**src/rtl/sub_share_arb.sv**
```systemverilog
// Round-robin arbiter that time-shares one sub datapath among NREQ requesters.
// Optional build macro SUB_ARB_SAT_EN: clamp the difference to 0 on borrow.

module sub #(
  parameter int WIDTH = 32
) (
  input  logic [WIDTH-1:0] in1,
  input  logic [WIDTH-1:0] in2,
  output logic [WIDTH-1:0] out
);
  assign out = in1 - in2;
endmodule

module sub_share_arb #(
  parameter int WIDTH = 32,
  parameter int NREQ  = 4
) (
  input  logic                  clk,
  input  logic                  rst,
  input  logic [NREQ-1:0]       req_valid,
  output logic [NREQ-1:0]       req_ready,
  input  logic [NREQ*WIDTH-1:0] req_a,
  input  logic [NREQ*WIDTH-1:0] req_b,
  output logic                  rsp_valid,
  input  logic                  rsp_ready,
  output logic [$clog2(NREQ)-1:0] rsp_id,
  output logic [WIDTH-1:0]      rsp_data,
  output logic                  rsp_borrow
);
  localparam int IDW = $clog2(NREQ);

  typedef enum logic [1:0] {IDLE, CALC, RESP} state_t;

  state_t           state;
  logic [IDW-1:0]   ptr, gnt_id, grant;
  logic             grant_vld;
  logic [WIDTH-1:0] op_a, op_b, diff;
  logic             borrow;

  // Scan downward so the requester closest to ptr is written last and wins.
  always_comb begin
    grant     = '0;
    grant_vld = 1'b0;
    for (int k = NREQ - 1; k >= 0; k--) begin
      if (req_valid[(int'(ptr) + k) % NREQ]) begin
        grant     = IDW'((int'(ptr) + k) % NREQ);
        grant_vld = 1'b1;
      end
    end
  end

  always_comb begin
    req_ready = '0;
    if (!rst && state == IDLE && grant_vld) req_ready[grant] = 1'b1;
  end

  sub #(.WIDTH(WIDTH)) u_sub (
    .in1 (op_a),
    .in2 (op_b),
    .out (diff)
  );

  assign borrow = (op_a < op_b);

  always_ff @(posedge clk or posedge rst) begin
    if (rst) begin
      state      <= IDLE;
      ptr        <= '0;
      gnt_id     <= '0;
      op_a       <= '0;
      op_b       <= '0;
      rsp_valid  <= 1'b0;
      rsp_id     <= '0;
      rsp_data   <= '0;
      rsp_borrow <= 1'b0;
    end else begin
      case (state)
        IDLE: if (grant_vld) begin
          op_a   <= req_a[int'(grant)*WIDTH +: WIDTH];
          op_b   <= req_b[int'(grant)*WIDTH +: WIDTH];
          gnt_id <= grant;
          state  <= CALC;
        end
        CALC: begin
`ifdef SUB_ARB_SAT_EN
          rsp_data   <= borrow ? '0 : diff;
`else
          rsp_data   <= diff;
`endif
          rsp_borrow <= borrow;
          rsp_id     <= gnt_id;
          rsp_valid  <= 1'b1;
          state      <= RESP;
        end
        RESP: if (rsp_ready) begin
          rsp_valid <= 1'b0;
          ptr       <= (int'(gnt_id) == NREQ - 1) ? '0 : gnt_id + 1'b1;
          state     <= IDLE;
        end
        default: state <= IDLE;
      endcase
    end
  end
endmodule

```
**config.mk**
```make
export PLATFORM = sky130hd
export DESIGN_NAME = sub_share_arb
export DESIGN_NICKNAME = d
export VERILOG_FILES = /design/src/rtl/sub_share_arb.sv
export SDC_FILE = /design/constraint.sdc
export NUM_CORES = 1
export LEC_CHECK = 0
export ABC_AREA = 1
export BUFFER_PORTS_ARGS = -buffer_cell sky130_fd_sc_hd__buf_2
export CORE_ASPECT_RATIO = 0.5
export CORE_UTILIZATION = 44
export CTS_BUF_LIST = sky130_fd_sc_hd__clkbuf_16
export CTS_CLUSTER_DIAMETER = 120
export DETAILED_ROUTE_END_ITERATION = 6
export GPL_ROUTABILITY_DRIVEN = 1
export HOLD_SLACK_MARGIN = 0.03
export MAX_ROUTING_LAYER = met4
export PLACE_DENSITY = 0.82
export SETUP_SLACK_MARGIN = 0.3
export SYNTH_ARGS = -nofsm -noshare
export SYNTH_HDL_FRONTEND = slang
export SYNTH_SLANG_ARGS = --single-unit
```
**constraint.sdc**
```tcl
create_clock -name clk -period 8.1 [get_ports clk]
set_input_delay 0.81 -clock clk [delete_from_list [all_inputs] [get_ports clk]]
set_output_delay 0.81 -clock clk [all_outputs]
set_load 0.02 [all_outputs]
```
==> results of run 1 <==
flip-flops by register name (all words and copies together) (netlist names):
name / count
rsp_borrow: 1
op_b: 32
ptr: 2
rsp_id: 2
state: 2
rsp_data: 32
rsp_valid: 1
gnt_id: 2
op_a: 32
metrics by stage:
stage               instance area, sq um  util, %  hold WS (ns)  setup slack (ns)  cells
floorplan                           9100        -         0.449              3.28   1512
global placement                   10500     53.1         0.456              4.56   1999
detailed placement                 10500     53.1         0.459              4.55   1999
CTS                                10800     54.6         0.479              4.44   2015
global route                       10900     54.7         0.496              4.22   2022
finish                             10900     54.7         0.469              4.39   2022
cells by family (layout without fill, tap and decap cells):
logic type | count (synthesis) | in the layout | synth area share, %
compound gates | 104 | 104 | 6.10
xor+xnor | 11 | 11 | 1.06
fa+ha+maj | 34 | 34 | 4.76
buf+inv | 167 | 404 | 8.78
flops | 106 | 106 | 29.1
other cells | 0 | 7 | 0
simple gates | 1090 | 1090 | 50.2
cell type report:
class | instances | area (sq um)
fill | 2065 | 9000
sequential | 106 | 2650
tap | 266 | 333
antenna | 7 | 17.5
clock inverter | 7 | 75.1
clock buffer | 9 | 225
multi-input combinational | 1239 | 5680
timing repair buffer | 313 | 1590
inverter | 75 | 284
worst max-delay path by stage:
stage	slack (ns)	startpoint	cells after the start	to
floorplan	3.28	rst	3	req_ready[0]
global placement	4.56	req_valid[3]	14	op_b[12]$_DFFE_PP0P_
detailed placement	4.55	req_valid[3]	14	op_b[25]$_DFFE_PP0P_
CTS	4.44	ptr[0]$_DFFE_PP0P_	7	req_ready[0]
global route	4.22	ptr[0]$_DFFE_PP0P_	12	req_ready[3]
finish	4.39	ptr[0]$_DFFE_PP0P_	7	req_ready[0]
placed cells by master (no fill, tap or decap), drive strengths merged:
master,instances
a31oi,2
o21bai,2
o31ai,1
ha,33
o21a,4
dfrtp,106
xor2,1
nand2,711
xnor2,10
or2,4
fa,1
o311ai,1
nor2,49
clkbuf,9
a211oi,1
a21o,2
o21ai,46
and2,2
a21oi,45
nor3,11
diode,7
clkinv,3
nand3b,7
nand4,7
nand3,298
inv,78
bufinv,1
buf,313
nor4,1
layer usage:
metal  part of all wire [%]  vias to the layer above
met4                    1.9                        0
met5                      0                        -
met3                     11                       43
li1                       -                     5358
met2                     41                      488
met1                     46                     4938
worst reg2reg max path: stages (launching register included):
cell and delay (ns):
dfrtp_1 0.71, inv_1 0.27, nand2_1 0.13, nand2_1 0.07, nand2_1 0.12, nand3_2 0.17
nand3_4 0.40, buf_4 0.74, nand3_1 0.24, nand2_1 0.15, nand2_1 0.06, nand2_1 0.14
nand2_1 0.07, nand2_1 0.09
==> metrics.md, run 1 <==
| Metric | Value |
|---|---|
| Status | `complete, no violations` |
| Post-synth top cells | `nand2_1 (704), nand3_1 (296), dfrtp_1 (106)` |
| RR Endpoint | `op_b[15]$_DFFE_PP0P_` |
| Fraction of layout cells with a size suffix above 1 | `19.9%` |
| Most common cell in the netlist | `nand2_1` |
| Register bit total from synthesis | `106` |
| Total grt overflow | `0` |
| Ranking of synthesized cells by area | `dfrtp_1 (29%), nand2_1 (29%), nand3_1 (16%)` |
| Measured slew at the worst slew-check pin | `0.906 ns` |
| Max_cap viols | `0` |
| Count of input and output buffers | `302` |
| Async SR Flop Fraction | `100%` |
| Pins Over Slew Limit | `0` |
| Slowest cell delay on critical path | `0.71 ns` |
| Area grow syn2layout | `19.4%` |
| Mapped Cells | `1,512` |
| # DRC | `0` |
| Initial DRC count | `1,012` |
| Nets | `2,041` |
| CTS buffer count | `9` |
| First drt pass iteration count | `5` |
| Crit path max fanout | `47` |
| CTS tree | `built` |
| Cells along the critical path | `o21ai_0 > o21ai_0 > nand3_4 > nand2_2 > inv_1 > nor3_1 > buf_2` |
| Post-synth EDFFs | `0` |
| Clk_lat worst skew | `0.36 ns` |
| Top cell by count, worst path | `o21ai_0` |
| Ports | `303` |
| WP data arrival | `2.90 ns` |
| Area leader, netlist | `dfrtp_1` |
| Post-DP HPWL | `25.1 mm` |
| CTS Sinks | `106` |
| Number of global-route vias before repair | `9,748` |
| Drt via density | `5.35` |
| Top cell type's share of synthesized area | `29.1%` |
| Dominant synthesized flop cell | `dfrtp_1` |
| Worst Reg-to-Reg Cells | `13` |
| Row count | `36` |
| Core Area | `0.0199 sq mm` |
| Met2 usage | `43.6%` |
| Die width | `205 um` |
| GR met1 Demand/Resource | `46.1%` |
| Final min period | `3.71 ns` |
| Routed wire length | `32.7 mm` |
| Global route hottest layer | `met1` |
| Sequential area share after synthesis | `29.1%` |
| Synthesized area | `0.00910 sq mm` |
| CP bufs+invs | `2` |
| Ys Warns | `0` |
| Crit-path slowest cell | `dfrtp_1` |
| Tot GR Track Use | `32.0%` |
| CP Class | `reg2out` |
| Reg-to-reg startpoint | `ptr[0]$_DFFE_PP0P_` |
| Worst path required time | `7.29 ns` |
| RSZ-0062 raised after global routing | `false` |
| FMAX | `269 MHz` |
| H-tree levels | `3` |
| Initial core utilization | `45.8%` |
| Die Area | `0.0213 sq mm` |
| Setup violators final | `0` |
| Hold Buf Count CTS | `0` |
| Clock Skews | `0.00720 ns` |
| Worst-path clk slew | `0.07 ns` |
| Via count | `10,800` |
| FF-to-FF setup slack | `4.68 ns` |
| Worst path top cell family by delay | `simple AND/OR/NAND/NOR gates` |
| CP Launch Type | `flop` |
| Largest net degree at the start of global routing | `89` |
| Slew HR | `39.6%` |
| CTS Buffer Depth | `2` |
| Hold/Removal Path Class | `in2async` |
| First-pass GRT wire length | `52.0 mm` |
| Final Cycle Share | `45.8%` |
| Detail Route Antenna Nets | `0` |
| Postcts setup bufs | `0` |
| Die height | `104 um` |
| Root Driver | `clkbuf_16` |
| Count of cell types in the netlist | `33` |
| Placer Congestion | `0.977` |
| Post-Syn Area per Cell | `6.02 sq um` |
| Grt met3 use | `8.37%` |
| Post-CTS sizing | `0` |
| Net Count, Synth | `1,809` |
| Final Hold Fails | `0` |
| WL/cell | `16.2 um` |
| Final setup TNS | `0 ns` |
| Antenna violations before repair | `7` |
| Crit. End Element | `output port` |
Power of run 1 is left out: the tool's default activity adds up to more than one toggle a clock period on the data nets, which glitch-free logic cannot reach.
==> run 2: changes to the inputs <==
- clock period: 8.1 -> 3.5 ns (I/O delays scaled with it)
==> run 2 against run 1 <==
Compared with the run above: flip-flop and latch count stayed put; critical path depth is 1 higher; sequential share of layout area is 0.24 points lower; die area stayed put; non-clock buffer count is 7 higher; largest cell class unchanged; highest routed layer unchanged.
==> metrics.md, run 2 (synthesis gave the netlist of run 1 again) <==
| Metric | Value |
|---|---|
| Status | `complete, no violations` |
| Total grt overflow | `0 (unchanged)` |
| Root Driver | `clkbuf_16` |
| # DRC | `0 (unchanged)` |
| Antenna violations before repair | `5 (-2)` |
| H-tree levels | `3 (unchanged)` |
| WL/cell | `16.2 um (about the same)` |
| Core Area | `0.0199 sq mm (unchanged)` |
| Area grow syn2layout | `20.6%` |
| Slew HR | `51.0% (+11 points)` |
| Placer Congestion | `1.01 (+3.4%)` |
| Largest net degree at the start of global routing | `107 (+20%)` |
| CTS Buffer Depth | `2 (unchanged)` |
| Die width | `205 um (unchanged)` |
| Fraction of layout cells with a size suffix above 1 | `20.2% (+0.26 points)` |
| Tot GR Track Use | `31.9% (-0.046 points)` |
| Nets | `2,048 (+0.34%)` |
| Crit path max fanout | `27 (-43%)` |
| Number of global-route vias before repair | `9,899 (+1.5%)` |
| WP data arrival | `2.59 ns (-0.31 ns)` |
| Final Cycle Share | `84.0%` |
| Post-DP HPWL | `25.4 mm (+1.5%)` |
| Count of input and output buffers | `302 (unchanged)` |
| Initial core utilization | `45.8% (unchanged)` |
| Setup violators final | `0 (unchanged)` |
| Worst Reg-to-Reg Cells | `12 (-1)` |
| Reg-to-reg startpoint | `ptr[0]$_DFFE_PP0P_` |
| Worst path required time | `3.15 ns (-4.14 ns)` |
| Commonest cells after routing, fill and taps aside | `nand2_1 (703), buf_2 (302), nand3_1 (295), dfrtp_1 (105), inv_1 (71)` |
| CTS Sinks | `106 (unchanged)` |
| Final setup TNS | `0 ns (unchanged)` |
| Clk_lat worst skew | `0.36 ns (about the same)` |
| RSZ-0062 raised after global routing | `false` |
| Clock Skews | `0.0116 ns (+0.00443 ns)` |
| Drt via density | `5.42 (+1.3%)` |
| Routed wire length | `32.8 mm (+0.31%)` |
| Crit-path slowest cell | `dfrtp_2` |
| FMAX | `340 MHz` |
| Row count | `36 (unchanged)` |
| FF-to-FF setup slack | `0.78 ns (-3.90 ns)` |
| RR Endpoint | `op_b[11]$_DFFE_PP0P_` |
| Commonest non-fill, non-tap cell in the layout | `nand2_1` |
| First-pass GRT wire length | `51.9 mm (-0.12%)` |
| Die Area | `0.0213 sq mm (unchanged)` |
| Measured slew at the worst slew-check pin | `0.735 ns (-0.171 ns)` |
| Hold/Removal Path Class | `in2reg` |
| Detail Route Antenna Nets | `0 (unchanged)` |
| Cells along the critical path | `o21ai_0 > nand2_1 > nand3_2 > nand3_4 > nand2_2 > inv_1 > nor3_1 > buf_2` |
| Hold Buf Count CTS | `0 (unchanged)` |
| Worst-path clk slew | `0.07 ns (about the same)` |
| Final min period | `2.94 ns` |
| CP Launch Type | `flop` |
| CTS tree | `built` |
| Pins Over Slew Limit | `0 (unchanged)` |
| Post-CTS sizing | `0 (unchanged)` |
| Slowest cell delay on critical path | `0.51 ns (-0.20 ns)` |
| Crit. End Element | `output port` |
| First drt pass iteration count | `6 (+1)` |
| Initial DRC count | `1,277 (+26%)` |
| Max_cap viols | `0 (unchanged)` |
| Crit. Startpoint | `ptr[0]$_DFFE_PP0P_` |
| Postcts setup bufs | `0 (unchanged)` |
| Via count | `11,000 (+1.6%)` |
| CP Class | `reg2out` |
| Die height | `104 um (unchanged)` |
| Final Hold Fails | `0 (unchanged)` |
| Biggest regs | `op_a: 32 flops, op_b: 32 flops, rsp_data: 32 flops` |
| Ports | `303 (unchanged)` |
| Crit path capture | `req_ready[0]` |
| CTS buffer count | `9 (unchanged)` |
[run 2: stage by stage]
stage          setup WS (ns)  instances  hold slack, ns  instance area (sq um)  utilization [%]
5_1_grt                0.317       2027           0.213                  11000             55.3
4_1_cts                0.496       2022           0.197                  11000             55.2
3_3_place_gp           0.825       2006           0.454                  10700             53.7
6_report               0.561       2027           0.199                  11000             55.3
3_5_place_dp           0.749       2006           0.455                  10700             53.7
2_1_floorplan          0.707       1512           0.449                   9110                -
[run 2: layer usage]
metal	up-vias	global-route usage [%]	wire length (um)	share of wire [%]
li1	5364	-	-	-
met1	5051	48.2	15500	47
met2	525	44.4	13800	42
met3	56	4.91	2970	9.1
met4	0	6.56	590	1.8
met5	-	-	0	0
[run 2: layout make-up]
| class | instances | area [sq um] |
|---|---|---|
| clock inverters | 7 | 61.3 |
| inverters | 75 | 285 |
| multi-input cells | 1239 | 5680 |
| clock buffers | 9 | 225 |
| diodes | 5 | 12.5 |
| well taps | 266 | 333 |
| fillers | 2090 | 8890 |
| repair buffers | 320 | 1720 |
| flip-flops and latches | 106 | 2650 |
[run 2: how the worst min path moves through the flow]
stage,start,end,cells after the start
2_1_floorplan,op_a[0]$_DFFE_PP0P_,op_a[0]$_DFFE_PP0P_,2
4_1_cts,rsp_ready,state[1]$_DFFE_PP0P_,2
3_5_place_dp,rsp_valid$_DFFE_PP0P_,rsp_valid$_DFFE_PP0P_,2
6_report,rsp_ready,state[1]$_DFFE_PP0P_,2
3_3_place_gp,rsp_id[0]$_DFFE_PP0P_,rsp_id[0]$_DFFE_PP0P_,2
5_1_grt,rsp_ready,state[1]$_DFFE_PP0P_,2
[run 2: critical path: cells and delay by family, from the launching register on]
| family | cells | cell delay, ns |
|---|---|---|
| DFF | 1 | 0.51 |
| AOI/OAI and AO/OA | 1 | 0.41 |
| and+or+nand+nor | 5 | 1.03 |
| buffers and inverters | 2 | 0.26 |
Power of run 2 is left out for the same reason.
